$ cat config.mk
export PLATFORM = sky130hd
export DESIGN_NAME = axil_mem_fill
export DESIGN_NICKNAME = d
export VERILOG_FILES = /design/src/rtl/axil_mem_fill.sv
export SDC_FILE = /design/constraint.sdc
export NUM_CORES = 1
export LEC_CHECK = 0
export CORE_ASPECT_RATIO = 1.1
export CORE_UTILIZATION = 45
export DETAILED_ROUTE_END_ITERATION = 12
export DONT_BUFFER_PORTS = 1
export GPL_ROUTABILITY_DRIVEN = 1
export PLACE_DENSITY_LB_ADDON = 0.05
export SETUP_SLACK_MARGIN = 0.02
export SYNTH_ARGS = -nofsm -noshare
export SYNTH_HDL_FRONTEND = slang
export SYNTH_SLANG_ARGS = --single-unit
export TNS_END_PERCENT = 1
$ cat constraint.sdc
create_clock -name clk -period 5.2 [get_ports clk]
set_input_delay 0.78 -clock clk [delete_from_list [all_inputs] [get_ports clk]]
set_output_delay 0.78 -clock clk [all_outputs]
set_load 0.05 [all_outputs]
$ cat src/rtl/axil_mem_fill.sv
// AXI4-Lite memory fill master: writes word_count words from base_addr.
// Define AXIL_MEM_FILL_INCR_EN to write pattern+i instead of a constant.
module axil_mem_fill #(
    parameter int DATA_WIDTH = 32,
    parameter int ADDR_WIDTH = 16,
    parameter int STRB_WIDTH = DATA_WIDTH / 8
) (
    input  logic                  clk,
    input  logic                  rst_n,
    input  logic                  start,
    input  logic                  abort,
    input  logic [ADDR_WIDTH-1:0] base_addr,
    input  logic [ADDR_WIDTH-1:0] word_count,
    input  logic [DATA_WIDTH-1:0] pattern,
    output logic                  busy,
    output logic                  done,
    output logic                  error,
    output logic [ADDR_WIDTH-1:0] m_axil_awaddr,
    output logic [2:0]            m_axil_awprot,
    output logic                  m_axil_awvalid,
    input  logic                  m_axil_awready,
    output logic [DATA_WIDTH-1:0] m_axil_wdata,
    output logic [STRB_WIDTH-1:0] m_axil_wstrb,
    output logic                  m_axil_wvalid,
    input  logic                  m_axil_wready,
    input  logic [1:0]            m_axil_bresp,
    input  logic                  m_axil_bvalid,
    output logic                  m_axil_bready
);

    typedef enum logic [1:0] {
        S_IDLE,
        S_WRITE,
        S_RESP,
        S_DONE
    } state_t;

    localparam logic [ADDR_WIDTH-1:0] ALIGN_MASK = ~ADDR_WIDTH'(STRB_WIDTH - 1);

    state_t r_state;
    state_t w_next;

    logic                  r_aw_ok;
    logic                  r_w_ok;
    logic                  r_abort;
    logic                  r_error;
    logic [ADDR_WIDTH-1:0] r_addr;
    logic [ADDR_WIDTH-1:0] r_left;
    logic [DATA_WIDTH-1:0] r_data;

    logic w_start;
    logic w_busy;
    logic w_aw_hs;
    logic w_w_hs;
    logic w_both;
    logic w_b_hs;
    logic w_b_err;
    logic w_stop;
    logic w_advance;

    assign w_start   = (r_state == S_IDLE) && start;
    assign w_busy    = (r_state == S_WRITE) || (r_state == S_RESP);
    assign w_aw_hs   = m_axil_awvalid && m_axil_awready;
    assign w_w_hs    = m_axil_wvalid && m_axil_wready;
    assign w_both    = (r_aw_ok || w_aw_hs) && (r_w_ok || w_w_hs);
    assign w_b_hs    = (r_state == S_RESP) && m_axil_bvalid;
    assign w_b_err   = (m_axil_bresp != 2'b00);
    // An abort arriving with the B handshake still ends this fill once.
    assign w_stop    = r_abort || abort || (r_left == '0);
    assign w_advance = w_b_hs && !w_b_err && !w_stop;

    always_ff @(posedge clk) begin
        if (!rst_n) begin
            r_state <= S_IDLE;
        end else begin
            r_state <= w_next;
        end
    end

    always_comb begin
        w_next = r_state;
        unique case (r_state)
            S_IDLE: begin
                if (start) begin
                    w_next = (word_count == '0) ? S_DONE : S_WRITE;
                end
            end
            S_WRITE: begin
                if (w_both) begin
                    w_next = S_RESP;
                end
            end
            S_RESP: begin
                if (w_b_hs) begin
                    w_next = w_advance ? S_WRITE : S_DONE;
                end
            end
            S_DONE: begin
                w_next = S_IDLE;
            end
        endcase
    end

    always_comb begin
        busy           = w_busy;
        done           = (r_state == S_DONE);
        error          = r_error;
        m_axil_awaddr  = r_addr;
        m_axil_awprot  = 3'b000;
        m_axil_awvalid = (r_state == S_WRITE) && !r_aw_ok;
        m_axil_wdata   = r_data;
        m_axil_wstrb   = '1;
        m_axil_wvalid  = (r_state == S_WRITE) && !r_w_ok;
        m_axil_bready  = (r_state == S_RESP);
    end

    always_ff @(posedge clk) begin
        if (!rst_n) begin
            r_aw_ok <= 1'b0;
            r_w_ok  <= 1'b0;
            r_abort <= 1'b0;
            r_error <= 1'b0;
            r_addr  <= '0;
            r_left  <= '0;
            r_data  <= '0;
        end else if (w_start) begin
            r_aw_ok <= 1'b0;
            r_w_ok  <= 1'b0;
            r_abort <= 1'b0;
            r_error <= 1'b0;
            r_addr  <= base_addr & ALIGN_MASK;
            r_left  <= word_count - ADDR_WIDTH'(1);
            r_data  <= pattern;
        end else begin
            if (w_busy && abort) begin
                r_abort <= 1'b1;
            end
            if (w_aw_hs) begin
                r_aw_ok <= 1'b1;
            end
            if (w_w_hs) begin
                r_w_ok <= 1'b1;
            end
            if (w_b_hs && w_b_err) begin
                r_error <= 1'b1;
            end
            if (w_advance) begin
                r_aw_ok <= 1'b0;
                r_w_ok  <= 1'b0;
                r_left  <= r_left - ADDR_WIDTH'(1);
                r_addr  <= r_addr + ADDR_WIDTH'(STRB_WIDTH);
`ifdef AXIL_MEM_FILL_INCR_EN
                r_data  <= r_data + DATA_WIDTH'(1);
`else
                r_data  <= r_data;
`endif
            end
        end
    end

endmodule

==> impl_metrics.json, run 1 <==
{
  "first_global_vias": 3020,
  "yosysTopAreaCell": "dfxtp_1",
  "slowest_stage": "ha_1",
  "rr_worst_depth": 9,
  "cts.sinks": 68,
  "setup_viol": 0,
  "cts_buffers": 9,
  "finalCriticalPeriod_ns": 3.533,
  "fill_cells": 825,
  "grt_max_degree": 47,
  "max_freq_ghz": 0.2831,
  "clkTransAtPathRegs_ns": 0.08,
  "drive_above_1_share_pct": 8.972,
  "antenna_found_initial": 0,
  "synth_most_common_cell": "nand2_1",
  "ys.flop_type": "dfxtp_1",
  "clk_latency_ns": 0.34,
  "htree_levels": 3,
  "io_pins": 134,
  "placedCellCount": 549,
  "start_util_pct": 47.28,
  "critPathMaxStageDelay_ns": 0.78,
  "grt_pass1_wl_mm": 15.73,
  "crit_type": "flip-flop to flip-flop",
  "synth-edff-count": 0,
  "fin_tns_setup_ns": 0,
  "rsz0062_at_grt": "no",
  "pwr-share-clk_pct": 17.1,
  "report.final.slew_viol_count": 0,
  "p_leak_nw": 1.445,
  "post_cts_resized": 0,
  "whs_ns": 0.4672,
  "worstSetupEndpoint": "r_left[14]$_SDFFE_PN0P_",
  "worst-path-max-fanout": 26,
  "start_kind": "flip-flop",
  "critPathLaunch": "r_state[1]$_SDFFE_PN0P_",
  "die_y_um": 98.65,
  "viasPerCell": 5.958,
  "cp_cell_sequence": "inv_1 -> ha_1 -> and2_2 -> mux2i_1 -> ha_1 -> o211ai_2 -> nor4_2 -> mux2i_1 -> and4_1",
  "dieArea_mm2": 0.008864,
  "worst_ep_required_time_ns": 5.49,
  "end_kind": "flip-flop",
  "ys_seq_elements": 68,
  "hold_viol": 0,
  "p_int_mw": 1.230,
  "dpl.hpwl_mm": 6.881,
  "slew_headroom_pct": 37.00,
  "synthDistinctLibCells": 63,
  "power.switching_mw": 1.307,
  "syn_area_mm2": 0.003821,
  "routed_wl_mm": 10.11,
  "grt_overflow": 0,
  "fin_crit_sh_pct": 67.94,
  "drcViolationCount": 0,
  "status": "complete, no violations",
  "grt_usage_pct": 22.41,
  "die_w_um": 89.86,
  "gp_congestion": 0.8254,
  "timing.rr.start": "r_state[1]$_SDFFE_PN0P_",
  "stdcell_count": 565,
  "post_drt_wl_per_cell_um": 17.89,
  "root_buffer": "clkbuf_8",
  "areaGrowthSynthToFinish_pct": 4.453,
  "reg2reg_slack_ns": 1.67,
  "io_buffers": 0,
  "final_antenna_net_count": 0,
  "yosysSeqAreaShare_pct": 35.63,
  "drtIter0Drc": 155,
  "netlist.area_leader.share_pct": 35.63,
  "vias": 3366,
  "finalClockSkew_ns": 0.008795,
  "hold_class": "flip-flop to flip-flop",
  "power.density_mw_per_mm2": 635.6,
  "post_cts_buffers": 0,
  "ctsHoldBuffers": 0,
  "num-nets-final": 532,
  "antenna_cells": 0,
  "arrival_ns": 3.82,
  "dr.pass1.iters": 4,
  "cts_buffer_depth": 2,
  "ir_drop_mv": 0.3510,
  "p_sw_share_pct": 51.53,
  "rows": 34,
  "pwr-share-comb_pct": 41.0,
  "cts_tree": "built",
  "syn_inst": 472,
  "cap_violations": 0,
  "seqPwrFrac_pct": 41.9,
  "tightest_slew_ns": 0.9431,
  "synth_common_cells": "nand2_1 (79), dfxtp_1 (68), a21oi_1 (53)",
  "yosys_warnings": 0,
  "synthTopCellsByArea": "dfxtp_1 (36%), nand2_1 (7.8%), a21oi_1 (6.9%), nand4_1 (3.1%), buf_4 (2.6%)",
  "r2r_end": "r_left[14]$_SDFFE_PN0P_",
  "design.core.area_mm2": 0.008083,
  "syn_area_per_cell_um2": 8.096,
  "async_reset_ff_share_pct": 0
}
-- how the worst min path moves through the flow --
stage                                   to  depth (start not counted)                    from
floorplan             r_abort$_SDFFE_PP0P_                          2    r_abort$_SDFFE_PP0P_
global placement      r_abort$_SDFFE_PP0P_                          2    r_abort$_SDFFE_PP0P_
detailed placement  r_left[0]$_SDFFE_PN0P_                          2  r_left[0]$_SDFFE_PN0P_
CTS                 r_left[0]$_SDFFE_PN0P_                          2  r_left[0]$_SDFFE_PN0P_
global route        r_left[0]$_SDFFE_PN0P_                          2  r_left[0]$_SDFFE_PN0P_
finish              r_left[0]$_SDFFE_PN0P_                          2  r_left[0]$_SDFFE_PN0P_
-- routing by layer --
layer  GRT usage [%]  vias up  routed length, um
met5               0        -                  0
met4           8.065        0                122
met3           5.401       13                738
met2           36.75      116               4788
met1           28.82     1579               4461
li1                -     1658                  -
-- cell usage in the layout, fill, tap and decap left out, drive strengths merged, types with 5 or more instances in the layout --
cell,n
mux2i,5
a211o,7
clkbuf,10
xor2,10
ha,7
nand2,80
a21oi,53
o21ai,19
conb,9
nand4,19
dfxtp,68
a211oi,11
inv,11
nand3,10
and2,6
and4,5
o211ai,5
and3,7
nor2,21
nor4,18
xnor2,8
nor3,8
-- logic make-up (layout without fill, tap and decap cells) --
group | Yosys count | after routing | share of synthesized area (%)
buf+inv | 53 | 31 | 6.680
compound gates | 125 | 125 | 21.71
flops | 68 | 68 | 35.63
other cells | 2 | 9 | 0.1965
xor+xnor | 18 | 18 | 4.126
fa+ha+maj | 7 | 7 | 2.292
simple gates | 191 | 191 | 27.18
mux | 8 | 8 | 2.194
-- flip-flops by register name, indices dropped and copies added (netlist names) --
| register | cells |
|---|---|
| error | 1 |
| m_axil_awaddr | 14 |
| m_axil_wdata | 32 |
| r_abort | 1 |
| r_aw_ok | 1 |
| r_left | 16 |
| r_state | 2 |
| r_w_ok | 1 |
-- stage by stage --
step           setup slack, ns  total power, mW  util [%]  area (um^2)
3_5_place_dp             1.685            2.106     47.01         3800
4_1_cts                  1.670            2.548     49.38         3991
2_1_floorplan            2.074            1.927         -         3847
3_3_place_gp             1.807            2.088     47.01         3800
5_1_grt                  1.404            2.694     49.38         3991
6_report                 1.667            2.537     49.38         3991
-- power by group through the flow --
stage / clock [mW] / sequential (mW) / combinational (mW)
after detailed placement: 0 / 1.07 / 1.03
after floorplan: 0 / 1.03 / 0.898
final: 0.435 / 1.06 / 1.04
after global placement: 0 / 1.07 / 1.01
after CTS: 0.449 / 1.06 / 1.04
after global routing: 0.469 / 1.08 / 1.14
-- worst max-delay path, delay by kind of cell, from the launching register on --
family	cells	cell delay [ns]
and+or+nand+nor	3	1.19
adders and majority gates	2	1.04
muxes	2	0.49
DFF	1	0.33
AOI/OAI and AO/OA	1	0.31
buffers and inverters	1	0.12
-- area by class of cell --
| type | count | area [um^2] | share of cell area, % |
|---|---|---|---|
| clock inverter | 6 | 63.81 | 1.599 |
| tap | 108 | 135.1 | 3.386 |
| sequential | 68 | 1361 | 34.11 |
| timing repair buffer | 4 | 30.03 | 0.7524 |
| multi-input combinational | 358 | 2232 | 55.92 |
| clock buffer | 10 | 127.6 | 3.197 |
| inverter | 11 | 41.29 | 1.034 |
Note: power is estimated with default switching activity, not from simulation.
==> inputs of run 2 (changes only) <==
clock period = 3.28 ns   (was 5.2 ns; I/O delays follow)
==> run 2 against run 1 <==
Sequential power increased by 58%. Die area unchanged. Routed wire length decreased by 0.18%. Clock skew decreased by 0.00072 ns. Clock power increased by 95%. Worst hold slack got worse by 0.19 ns. Non-clock buffer count increased by 8. Final area increased by 3.0%. Global-route usage increased by 0.48 points. First-iteration DRC count increased by 82%.
==> impl_metrics.json, run 2 (same netlist as run 1, synthesis figures left out) <==
{
  "htree_levels": 3,
  "first_global_vias": 3192,
  "hold_viol": 0,
  "cts_buffers": 9,
  "finalClockSkew_ns": 0.008075,
  "ir_drop_mv": 0.4619,
  "gp_congestion": 0.8768,
  "post_cts_resized": 0,
  "mostFrequentLayoutCell": "nand2_1",
  "antenna_cells": 0,
  "drcViolationCount": 0,
  "fin_crit_sh_pct": 86.34,
  "root_buffer": "clkbuf_8",
  "arrival_ns": 3.12,
  "io_pins": 134,
  "clkTransAtPathRegs_ns": 0.08,
  "rows": 34,
  "cts.sinks": 68,
  "antenna_found_initial": 0,
  "p_leak_nw": 1.514,
  "final_antenna_net_count": 0,
  "start_util_pct": 47.28,
  "grt_max_degree": 68,
  "crit_type": "flip-flop to flip-flop",
  "slowest_stage": "nor4_2",
  "die_w_um": 89.86,
  "dr.pass1.iters": 4,
  "final_area_mm2": 0.004111,
  "max_freq_ghz": 0.3531,
  "cts_tree": "built",
  "regArea_mm2": 0.001361,
  "grt_pass1_wl_mm": 16.21,
  "clk_latency_ns": 0.34,
  "post_cts_buffers": 0,
  "fin_tns_setup_ns": 0,
  "final_cell_mix": "nand2_1 (79), dfxtp_1 (68), a21oi_1 (53)",
  "finalCriticalPeriod_ns": 2.832,
  "rsz0062_at_grt": "no",
  "whs_ns": 0.2729,
  "drtIter0Drc": 282,
  "worst-path-max-fanout": 13,
  "totalPowerFinal_mw": 4.221,
  "end_kind": "flip-flop",
  "grt_overflow": 0,
  "hold_class": "primary input to flip-flop",
  "setup_ws_ns": 0.4480,
  "largest_register_ffs": 32,
  "fill_cells": 796,
  "areaGrowthSynthToFinish_pct": 7.597,
  "setup_viol": 0,
  "multi_input_area_mm2": 0.002232,
  "grt_usage_pct": 22.90,
  "drive_above_1_share_pct": 10.54,
  "cap_violations": 0,
  "slew_headroom_pct": 36.04,
  "dieArea_mm2": 0.008864,
  "worst_ep_required_time_ns": 3.57,
  "critPathMaxStageDelay_ns": 0.47,
  "report.final.slew_viol_count": 0,
  "design.core.area_mm2": 0.008083,
  "worst-path-buf-inv": 1,
  "viasPerCell": 5.941,
  "routed_wl_mm": 10.09,
  "status": "complete, no violations",
  "die_y_um": 98.65,
  "cts_buffer_depth": 2,
  "tightest_slew_ns": 0.9574,
  "ctsHoldBuffers": 0,
  "io_buffers": 0,
  "crit_family": "simple AND/OR/NAND/NOR gates",
  "post_drt_wl_per_cell_um": 17.61,
  "power.density_mw_per_mm2": 1027,
  "dpl.hpwl_mm": 7.000,
  "pre_cts_ws_ns": 0.4623,
  "dpl_cell_area_mm2": 0.003872,
  "cp_cell_sequence": "inv_1 -> ha_1 -> and2_2 -> mux2i_1 -> ha_1 -> o211ai_2 -> nor4_2 -> mux2i_1 -> and4_1",
  "num-nets-final": 540,
  "vias": 3404,
  "start_kind": "flip-flop"
}
-- run 2: cell count changes in the layout (fill, tap and decap cells not counted), sizes merged --
cell and change:
bufinv +2, buf +8, clkinv -1, clkinvlp -1
-- run 2: worst paths after layout --
path,slack [ns],start,cells after the start,endpoint
setup / recovery,0.45,r_state[0]$_SDFFE_PN0P_,9,r_left[14]$_SDFFE_PN0P_
hold / removal,0.27,pattern[0],2,m_axil_wdata[0]$_SDFFE_PN0P_
hold reg to reg,0.48,r_abort$_SDFFE_PP0P_,2,r_abort$_SDFFE_PP0P_
setup reg to reg,0.45,r_state[0]$_SDFFE_PN0P_,9,r_left[14]$_SDFFE_PN0P_
-- run 2: through the flow --
| stage | utilization (%) | instances |
|---|---|---|
| floorplan | - | 479 |
| CTS | 50.87 | 573 |
| global placement | 47.91 | 557 |
| global route | 50.87 | 573 |
| finish | 50.87 | 573 |
| detailed placement | 47.91 | 557 |
-- run 2: where the power goes --
group	total, mW	switching (mW)	internal [mW]	leakage (nW)
Sequential	1.67	0.634	1.04	0.559
Combinational	1.70	1.10	0.603	0.838
Clock	0.849	0.342	0.507	0.117
Total	4.22	2.07	2.15	1.51
-- run 2: cell type report --
cell class                      count  area share (%)
Multi-Input combinational cell    358           54.29
Sequential cell                    68           33.11
Tap cell                          108           3.287
Clock buffer                       10           3.104
Clock inverter                      6           2.708
Timing Repair Buffer               12           2.495
Inverter                           11           1.004
-- run 2: per-layer routing --
| layer | up-vias | share of wire (%) | GRT usage, % |
|---|---|---|---|
| met2 | 108 | 47 | 36.86 |
| met5 | - | 0 | 0 |
| met1 | 1603 | 45 | 28.90 |
| met4 | 0 | 1.7 | 9.926 |
| li1 | 1677 | - | - |
| met3 | 16 | 6.4 | 6.250 |
==> inputs of run 3 (changes only) <==
CORE_ASPECT_RATIO = default   (was 1.1)
CTS_CLUSTER_SIZE = 8   (was default)
SETUP_SLACK_MARGIN = 0.1   (was 0.02)
==> run 3 against run 2 <==
Die area hardly changed. Register-to-register slack better by 0.03 ns. Final cell count shrank 0.70%. Fmax grew 1.2%. Final area up 0.12%. Sequential power is essentially flat. Worst hold slack worse by 0.0092 ns. Power up 2.2%. Flip-flop and latch count unchanged. Global-route usage is 0.63 points lower. Routed wire length about the same. Clock skew up 0.0027 ns. Critical path type unchanged. Largest power group unchanged. Highest routed layer unchanged.
==> impl_metrics.json, run 3 (same netlist as run 1, synthesis figures left out) <==
{
  "power.switching_mw": 2.092,
  "dpl.hpwl_mm": 6.847,
  "antenna_found_initial": 0,
  "finalCriticalPeriod_ns": 2.799,
  "cts_buffers": 9,
  "cts_buffer_depth": 2,
  "min-delay-start": "rst_n",
  "grt_pass1_wl_mm": 15.09,
  "mostFrequentLayoutCell": "nand2_1",
  "ctsHoldBuffers": 0,
  "clkTransAtPathRegs_ns": 0.09,
  "grt_overflow": 0,
  "rows": 33,
  "grt_max_degree": 49,
  "critPathMaxStageDelay_ns": 0.48,
  "fin_tns_setup_ns": 0,
  "start_kind": "flip-flop",
  "slew_headroom_pct": 37.24,
  "tightest_slew_ns": 0.9395,
  "drtIter0Drc": 189,
  "io_buffers": 0,
  "cp_cell_sequence": "inv_1 -> ha_1 -> buf_4 -> nand3_1 -> and2_1 -> ha_1 -> o211ai_2 -> nor4_2 -> nand4_1 -> and4_1",
  "worst_ep_required_time_ns": 3.54,
  "dieArea_mm2": 0.008864,
  "areaGrowthSynthToFinish_pct": 7.728,
  "whs_ns": 0.2637,
  "largest_register_ffs": 32,
  "first_global_vias": 2982,
  "num-nets-final": 540,
  "p_sw_share_pct": 48.48,
  "timing.rr.start": "r_state[0]$_SDFFE_PN0P_",
  "hold_viol": 0,
  "crit_family": "simple AND/OR/NAND/NOR gates",
  "final_cell_mix": "nand2_1 (79), dfxtp_1 (68), a21oi_1 (53)",
  "finish.utilization_pct": 50.10,
  "die_y_um": 94.15,
  "hold_class": "primary input to flip-flop",
  "start_util_pct": 46.51,
  "htree_levels": 3,
  "p_leak_nw": 1.517,
  "cap_violations": 0,
  "design.core.area_mm2": 0.008217,
  "vias": 3375,
  "antenna_cells": 0,
  "cp_common_cell": "ha_1",
  "status": "complete, no violations",
  "setup_viol": 0,
  "pwr-share-clk_pct": 21.6,
  "arrival_ns": 3.06,
  "end_kind": "flip-flop",
  "crit_type": "flip-flop to flip-flop",
  "pwr-share-comb_pct": 39.8,
  "worst-path-max-fanout": 23,
  "routed_wl_mm": 10.09,
  "worst-path-buf-inv": 2,
  "max_freq_ghz": 0.3572,
  "seqPwrFrac_pct": 38.6,
  "fin_crit_sh_pct": 85.34,
  "post_cts_buffers": 0,
  "die_w_um": 94.15,
  "power.density_mw_per_mm2": 1048,
  "finalClockSkew_ns": 0.01075,
  "cts.sinks": 68,
  "cts_tree": "built",
  "gp_congestion": 0.9101,
  "ir_drop_mv": 0.6674,
  "root_buffer": "clkbuf_8",
  "grt_usage_pct": 22.26,
  "rsz0062_at_grt": "no",
  "slowest_stage": "nor4_2",
  "drive_above_1_share_pct": 10.56,
  "post_cts_resized": 0,
  "post_drt_wl_per_cell_um": 17.73,
  "report.final.slew_viol_count": 0,
  "drcViolationCount": 0,
  "io_pins": 134,
  "clk_latency_ns": 0.35,
  "critPathLaunch": "r_state[0]$_SDFFE_PN0P_",
  "viasPerCell": 5.931,
  "dr.pass1.iters": 4,
  "final_antenna_net_count": 0,
  "p_int_mw": 2.223
}
run 3: through the flow:
| stage | std cells | area [um^2] | setup WS, ns | total power [mW] |
|---|---|---|---|---|
| after floorplan | 479 | 3847 | 0.2278 | 3.054 |
| final | 569 | 4116 | 0.4807 | 4.315 |
| after global placement | 554 | 3856 | 0.6003 | 3.369 |
| after CTS | 569 | 4116 | 0.4961 | 4.333 |
| after detailed placement | 554 | 3856 | 0.5012 | 3.393 |
| after global routing | 569 | 4116 | 0.2775 | 4.565 |
run 3: final cells by class:
class                           instances  area (um^2)
Clock buffer                            9        123.9
Fill cell                             801         4100
Tap cell                              105        131.4
Sequential cell                        68         1361
Timing Repair Buffer                   12        90.09
Clock inverter                          6        136.4
Multi-Input combinational cell        358         2232
Inverter                               11        41.29
run 3: power groups by stage:
| stage | combinational (mW) | clock, mW | sequential [mW] |
|---|---|---|---|
| final | 1.72 | 0.932 | 1.67 |
| after global routing | 1.88 | 0.979 | 1.70 |
| after CTS | 1.72 | 0.952 | 1.67 |
| after detailed placement | 1.71 | 0 | 1.68 |
| after global placement | 1.69 | 0 | 1.68 |
| after floorplan | 1.42 | 0 | 1.63 |
run 3: per-layer routing:
| metal | track usage [%] | wire length (um) | vias up |
|---|---|---|---|
| li1 | - | - | 1676 |
| met1 | 28.56 | 4427 | 1562 |
| met2 | 34.48 | 4706 | 122 |
| met3 | 5.825 | 787 | 15 |
| met4 | 10.38 | 165 | 0 |
| met5 | 0 | 0 | - |
run 3: worst paths after layout:
kind / slack, ns / cells past startpoint / end
hold reg to reg: 0.49 / 2 / r_left[0]$_SDFFE_PN0P_
setup / recovery: 0.48 / 10 / r_left[14]$_SDFFE_PN0P_
hold / removal: 0.26 / 2 / r_left[9]$_SDFFE_PN0P_
setup reg to reg: 0.48 / 10 / r_left[14]$_SDFFE_PN0P_
